[config.mk]
export PLATFORM = sky130hd
export DESIGN_NAME = apb_master_bridge
export DESIGN_NICKNAME = d
export VERILOG_FILES = /design/src/rtl/apb_master_bridge.sv
export SDC_FILE = /design/constraint.sdc
export NUM_CORES = 1
export LEC_CHECK = 0
export CORE_MARGIN = 2
export CORE_UTILIZATION = 39
export CTS_BUF_LIST = sky130_fd_sc_hd__clkbuf_2 sky130_fd_sc_hd__clkbuf_4 sky130_fd_sc_hd__clkbuf_8
export DETAILED_ROUTE_END_ITERATION = 6
export GPL_ROUTABILITY_DRIVEN = 0
export GPL_TIMING_DRIVEN = 0
export PLACE_DENSITY = 0.8
export SLEW_MARGIN = 20
export SYNTH_ARGS = -nofsm -noshare
export SYNTH_HDL_FRONTEND = slang
export SYNTH_SLANG_ARGS = --single-unit
export TNS_END_PERCENT = 1
[constraint.sdc]
create_clock -name pclk -period 3.3 [get_ports pclk]
set_input_delay 0.825 -clock pclk [delete_from_list [all_inputs] [get_ports pclk]]
set_output_delay 0.825 -clock pclk [all_outputs]
set_load 0.01 [all_outputs]
[src/rtl/apb_master_bridge.sv]
// apb_master_bridge: turns a valid/ready command stream into APB transfers.
// Each accepted command runs one SETUP cycle and one or more ACCESS cycles,
// then emits a one-cycle response pulse. A bounded wait-state counter aborts
// the transfer with rsp_err=1 if the slave never raises pready.
module apb_master_bridge #(
   parameter int addr_width     = 5,
   parameter int data_width     = 16,
   parameter int timeout_cycles = 16   // legal range 2..255
) (
   input  logic                  pclk,
   input  logic                  preset_n,
   // requester side
   input  logic                  cmd_valid,
   output logic                  cmd_ready,
   input  logic                  cmd_write,
   input  logic [addr_width-1:0] cmd_addr,
   input  logic [data_width-1:0] cmd_wdata,
   output logic                  rsp_valid,
   output logic [data_width-1:0] rsp_rdata,
   output logic                  rsp_err,
   output logic                  busy,
   // APB side
   output logic                  pselx,
   output logic                  penable,
   output logic                  pwrite,
   output logic [addr_width-1:0] paddr,
   output logic [data_width-1:0] pwdata,
   input  logic                  pready,
   input  logic [data_width-1:0] prdata
);

   typedef enum logic [1:0] {
      IDLE   = 2'd0,
      SETUP  = 2'd1,
      ACCESS = 2'd2
   } state_t;

   // Compare value for the last permitted ACCESS cycle; the counter starts
   // at 0 on entry to ACCESS, so this yields exactly timeout_cycles cycles.
   localparam logic [7:0] last_wait = 8'(timeout_cycles - 1);

   state_t     state;
   state_t     state_nxt;
   logic [7:0] wait_cnt;
   logic       accept;
   logic       timed_out;

   assign cmd_ready = (state == IDLE);
   assign busy      = (state != IDLE);
   assign accept    = cmd_valid && cmd_ready;
   assign timed_out = (wait_cnt == last_wait);

   // Next-state logic for the IDLE -> SETUP -> ACCESS -> IDLE sequence.
   always_comb begin
      // NOTE: default assigned first so every path drives state_nxt; a
      // missing branch would otherwise infer a latch.
      state_nxt = state;
      unique case (state)
         IDLE:    if (accept) state_nxt = SETUP;
         SETUP:   state_nxt = ACCESS;
         ACCESS:  if (pready || timed_out) state_nxt = IDLE;
         default: state_nxt = IDLE;
      endcase
   end

   // State register; reset drops the bridge straight back to IDLE.
   always_ff @(posedge pclk or negedge preset_n) begin
      if (!preset_n) begin
         state <= IDLE;
      end else begin
         // NOTE: non-blocking assignment for every sequential register so all
         // flops update together from pre-edge values.
         state <= state_nxt;
      end
   end

   // Registered APB drive, wait counter and response outputs.
   always_ff @(posedge pclk or negedge preset_n) begin
      if (!preset_n) begin
         pselx     <= 1'b0;
         penable   <= 1'b0;
         pwrite    <= 1'b0;
         paddr     <= '0;
         pwdata    <= '0;
         rsp_valid <= 1'b0;
         rsp_rdata <= '0;
         rsp_err   <= 1'b0;
         wait_cnt  <= '0;
      end else begin
         // Response flags are single-cycle pulses unless re-set below.
         rsp_valid <= 1'b0;
         rsp_err   <= 1'b0;
         unique case (state)
            IDLE: begin
               penable <= 1'b0;
               if (accept) begin
                  pwrite <= cmd_write;
                  paddr  <= cmd_addr;
                  pwdata <= cmd_wdata;
                  pselx  <= 1'b1;
               end else begin
                  pselx  <= 1'b0;
               end
            end
            SETUP: begin
               penable  <= 1'b1;
               wait_cnt <= '0;
            end
            ACCESS: begin
               if (pready) begin
                  pselx     <= 1'b0;
                  penable   <= 1'b0;
                  rsp_valid <= 1'b1;
                  if (!pwrite) rsp_rdata <= prdata;
               end else if (timed_out) begin
                  pselx     <= 1'b0;
                  penable   <= 1'b0;
                  rsp_valid <= 1'b1;
                  rsp_err   <= 1'b1;
                  rsp_rdata <= '0;
               end else begin
                  wait_cnt  <= wait_cnt + 8'd1;
               end
            end
            default: begin
               pselx   <= 1'b0;
               penable <= 1'b0;
            end
         endcase
      end
   end

endmodule

# Word-level counts from Yosys, hierarchy flattened
# Cells that the tools add are included.
# totals
reg_bits	52
inputBits	42
out_inout_bits	44
elab_cells	51
# op_classes
add_sub_neg	1
eq_ne	9
muxes	19
bitwise	1
n_reduce_logical	11
# ops
op	count
$mux W16	3
$mux W8	2
$pmux W8 S2	1
$add A8 B1 Y8 const B	1
$eq A8 B4 Y1 const B	1
$mux W1	8
$ne A2 B2 Y1 const B	4
$pmux W2 S3	1
$reduce_and A2 Y1	3
$reduce_and A3 Y1	2
$reduce_bool A2 Y1	3
$mux W2	2
$ne A3 B3 Y1 const B	1
$pmux W1 S3	1
$eq A2 B1 Y1 const B	1
$eq A2 B2 Y1 const B	1
$logic_not A2 Y1	1
$ne A2 B1 Y1 const B	1
$pmux W1 S2	1
$logic_and A1 B1 Y1	1
$logic_or A1 B1 Y1	1
$not A1 Y1	1

# Logic depth before layout (Yosys ltp)
# Gate-level depths: netlist of run 1.
# depth
depth_word	4
ltp_mapped	6
mapped_depth_nobuf	6

# Worst setup path after synthesis of run 1
# Ideal clock, no wire load.
# synth_path
kind	input port to flip-flop
startpoint	input port pready
endpoint	register wait_cnt[5]
setup_time_ns	0.126
arrival_time_ns	1.740
required_time_ns	3.174
setup_slack_ns	1.434
cell_stages	4
n_path_buf	0
cell_sequence	nor3b_2 -> o21ai_4 -> a21boi_4 -> a221o_1
# synth_via
elab_chain_cells	2
# synth_lines
item	line_no	rtl
start: declaration	28	input logic pready,
$ne A2 B2 Y1 (no line)	--	
$reduce_and A3 Y1 (no line)	--	
end signal: assignment	122	wait_cnt <= wait_cnt + 8'd1;
end: declaration	44	logic [7:0] wait_cnt;
# Every way passes these cells.
# A chain may end at the register's enable or synchronous reset.

# Final worst setup path of run 1
# layout_path
startpoint	register state[0]
endpoint	output port cmd_ready
# layout_via
elab_chain_cells	1
# layout_lines
item	line_no	rtl
start: declaration	42	state_t state;
start signal: assignment	73	state <= state_nxt;
$logic_not A2 Y1	48	assign cmd_ready = (state == IDLE);
end: declaration	14	output logic cmd_ready,
# Every way passes these cells.

==> results.cfg, run 1 <==
[floorplan]
core_sq_mm = 0.00514
pin_count = 86
die_h_um = 77.2
die_x_um = 77.2
rows = 26
initial_utilization_pct = 40.6
die_area_sq_mm = 0.00595

[layout]
final_area_sq_mm = 0.00318
antenna_cells = 0
drive_gt1_share_pct = 18.4
fin_util_pct = 61.9
final_nets = 281
syn_to_final_growth_pct = 52.5
fillers = 446

[pwr]
powerDensity_mw_per_mm2 = 893
seqPwrFrac_pct = 37.3
vdd_ir_drop_max_mv = 0.437
p_clk_share_pct = 20.5
p_switching_w = 0.000816
total_power_w = 0.00284
p_comb_share_pct = 42.2
swShare_pct = 28.7
p_int_w = 0.00203
leakagePower_nw = 1.38

[sta]
maxSlewHeadroom_pct = 57.1
hold_slack_ns = 0.485
drv_slew = 0
fin_setup_tns_ns = 0
period_needed_ns = 2.37
rsz0062_at_grt = no
fmax_mhz = 422
finalCritPeriodShare_pct = 71.8
tightest_slew_ns = 0.643
finalHoldViolCount = 0
setup_viol = 0
skew_ns = 0.00756

[clock_network]
htreeDepth = 2
cts_buffer_depth = 2
root_buffer = clkbuf_8
cts_hold_buffers = 0
clk_pin_slew_ns = 0.10
numCtsBuffers = 5
post_cts_buffers = 0
clock_sinks = 52
tritoncts = built
clk_latency_ns = 0.30
ctsResizeCount = 0

[global_routing]
antenna_found_initial = 0
globalRouteOverflowTotal = 0
first_global_vias = 1617
grt_max_degree = 53
grt_usage_pct = 16.1
grt_pass1_wl_um = 7660

[critical_path]
path_delay_family = buffers and inverters
crit_start = state[0]
critPathSlowestCell = clkdlybuf4s50_1
critPathMaxFanout = 6
rr_startpoint = wait_cnt[5]
max_stage_delay_ns = 0.57
crit_path_start_kind = flip-flop
end_kind = output pin
cp_data_arrival_time_ns = 1.54
path_cells = nor2_1, clkdlybuf4s50_1
worst_ep_required_time_ns = 2.47
critPathBufInv = 1
critical_path_class = flip-flop to output pin

[place]
numPortBuffers = 85
hpwlAfterDp_um = 3280
place_area_sq_mm = 0.00302

[flow_run]
drv_cap = 0

[drt]
ant_nets = 0
wl_per_cell_um = 14.7
vias = 1535
routed_via_density = 4.97
drtPass1Iterations = 4
remaining_drc_errors = 0
drtIter0Drc = 96
drt-total-wl_um = 4560

[yosys]
syn_area_per_cell_sq_um = 14.3
postSynthCellCount = 146
syn_nets = 189
yosysWarnings = 0
ys_seq_area_share_pct = 62.4
async_flop_share_pct = 100
synth-seq-cells = 52
ys_types = 33
synth_top_flop_cell = dfrtp_1
netlist_area_sq_mm = 0.00209
synth_edf_count = 0

[outcome]
outcome = finished clean

[hold_path]
hp-start = pselx
hp-class = flip-flop to flip-flop
cells in the final DEF, fill, tap and decap left out, drive strengths merged:
cell	n
inv	5
nand2	2
nand4	1
a21oi	1
clkdlybuf4s50	84
clkbuf	6
buf	5
mux2	22
nor3b	1
a221o	2
o311ai	1
mux2i	1
o31ai	1
a21o	1
and2	2
o21ai	4
nor2	9
a31oi	1
nor3	3
a32oi	1
nand2b	2
or4	1
xnor2	2
ha	1
a21boi	1
a22o	19
nand3	4
bufinv	3
and3	1
dfrtp	52
synthesized netlist by cell type (all sizes together), types with 3 or more instances:
| library cell | instances | share of area [%] |
|---|---|---|
| inv | 5 | 1.0 |
| o21ai | 4 | 1.5 |
| nor3 | 3 | 0.72 |
| dfrtp | 52 | 62 |
| nor2 | 9 | 1.6 |
| nand3 | 4 | 1.2 |
| a22o | 19 | 8.0 |
| buf | 4 | 1.9 |
| mux2 | 22 | 12 |
cell families (layout without fill, tap and decap cells):
group,count (synthesis),count (layout),synth area share [%]
adders and majority gates,1,1,0.599
and+or+nand+nor,26,26,6.83
xor gates and xnor gates,2,2,0.839
AOI/OAI and AO/OA,32,32,14.0
muxes,23,23,12.4
DFF,52,52,62.4
buffers and inverters,10,103,3.06
layer usage:
| layer | routed length (um) | track usage [%] | vias up | share of wire (%) |
|---|---|---|---|---|
| met1 | 1930 | 19.6 | 750 | 42 |
| li1 | - | - | 724 | - |
| met2 | 2270 | 27.0 | 52 | 50 |
| met5 | 0 | 0 | - | 0 |
| met3 | 286 | 5.41 | 9 | 6.3 |
| met4 | 69 | 5.18 | 0 | 1.5 |
worst reg2reg max path, delay by kind of cell (launching register included):
| family | cells | cell delay [ns] |
|---|---|---|
| buffers and inverters | 1 | 0.07 |
| flip-flops | 1 | 0.45 |
| AND/OR/NAND/NOR | 1 | 0.60 |
| AO/OA/AOI/OAI | 3 | 0.78 |
path summary, 6_finish.rpt:
kind | cells after the start | to | slack [ns]
max | 2 | cmd_ready | 0.93
min in group asynchronous | 1 | pwdata[15] | 0.54
min | 1 | pselx | 0.48
max reg2reg | 5 | pselx | 1.32
max in group asynchronous | 1 | rsp_rdata[6] | 2.32
min reg2reg | 1 | pselx | 0.48
power by group through the flow:
stage / combinational (W) / clock, W / sequential (W)
3_5_place_dp: 0.00122 / 0 / 0.00107
4_1_cts: 0.00123 / 0.000595 / 0.00107
5_1_grt: 0.00129 / 0.000626 / 0.00110
3_3_place_gp: 0.00120 / 0 / 0.00106
2_1_floorplan: 0.000435 / 0 / 0.00118
6_report: 0.00120 / 0.000583 / 0.00106
flip-flops by register name, summed over array words and instances (netlist names):
| name | count |
|---|---|
| penable | 1 |
| pwrite | 1 |
| pwdata | 16 |
| rsp_rdata | 16 |
| pselx | 1 |
| wait_cnt | 8 |
| rsp_valid | 1 |
| state | 2 |
| rsp_err | 1 |
| paddr | 5 |
per-stage QoR:
step,setup WS [ns],instances
floorplan,1.43,146
CTS,0.894,309
global placement,-0.122,301
finish,0.930,309
global route,0.828,309
detailed placement,0.668,301
cell type report:
cell class / instances / area (sq um) / area share, %
well taps: 70 / 87.6 / 2.75
inverters: 5 / 21.3 / 0.669
plain buffers: 5 / 42.5 / 1.34
flip-flops and latches: 52 / 1300 / 40.9
clock buffers: 5 / 68.8 / 2.16
multi-input cells: 84 / 722 / 22.7
repair buffers: 85 / 848 / 26.7
clock inverters: 3 / 90.1 / 2.83
No activity file was read; power rests on OpenSTA's default activity.
==> run 2, diff against run 1 <==
==> constraint.sdc (replaced) <==
create_clock -name pclk -period 2.2 [get_ports pclk]
set_input_delay 0.55 -clock pclk [delete_from_list [all_inputs] [get_ports pclk]]
set_output_delay 0.55 -clock pclk [all_outputs]
set_load 0.01 [all_outputs]
==> results of run 2 <==
Same layout as run 1 (identical final DEF). Status: finished clean.
Main changes from that run: setup slack after placement 0.668 ns -> -0.157 ns; setup slack after layout 0.930 ns -> 0.105 ns; hold slack 0.485 ns -> 0.263 ns; register-to-register setup slack 1.32 ns -> 0.22 ns; total power 0.00284 W -> 0.00426 W; worst IR drop on VDD 0.437 mV -> 0.655 mV
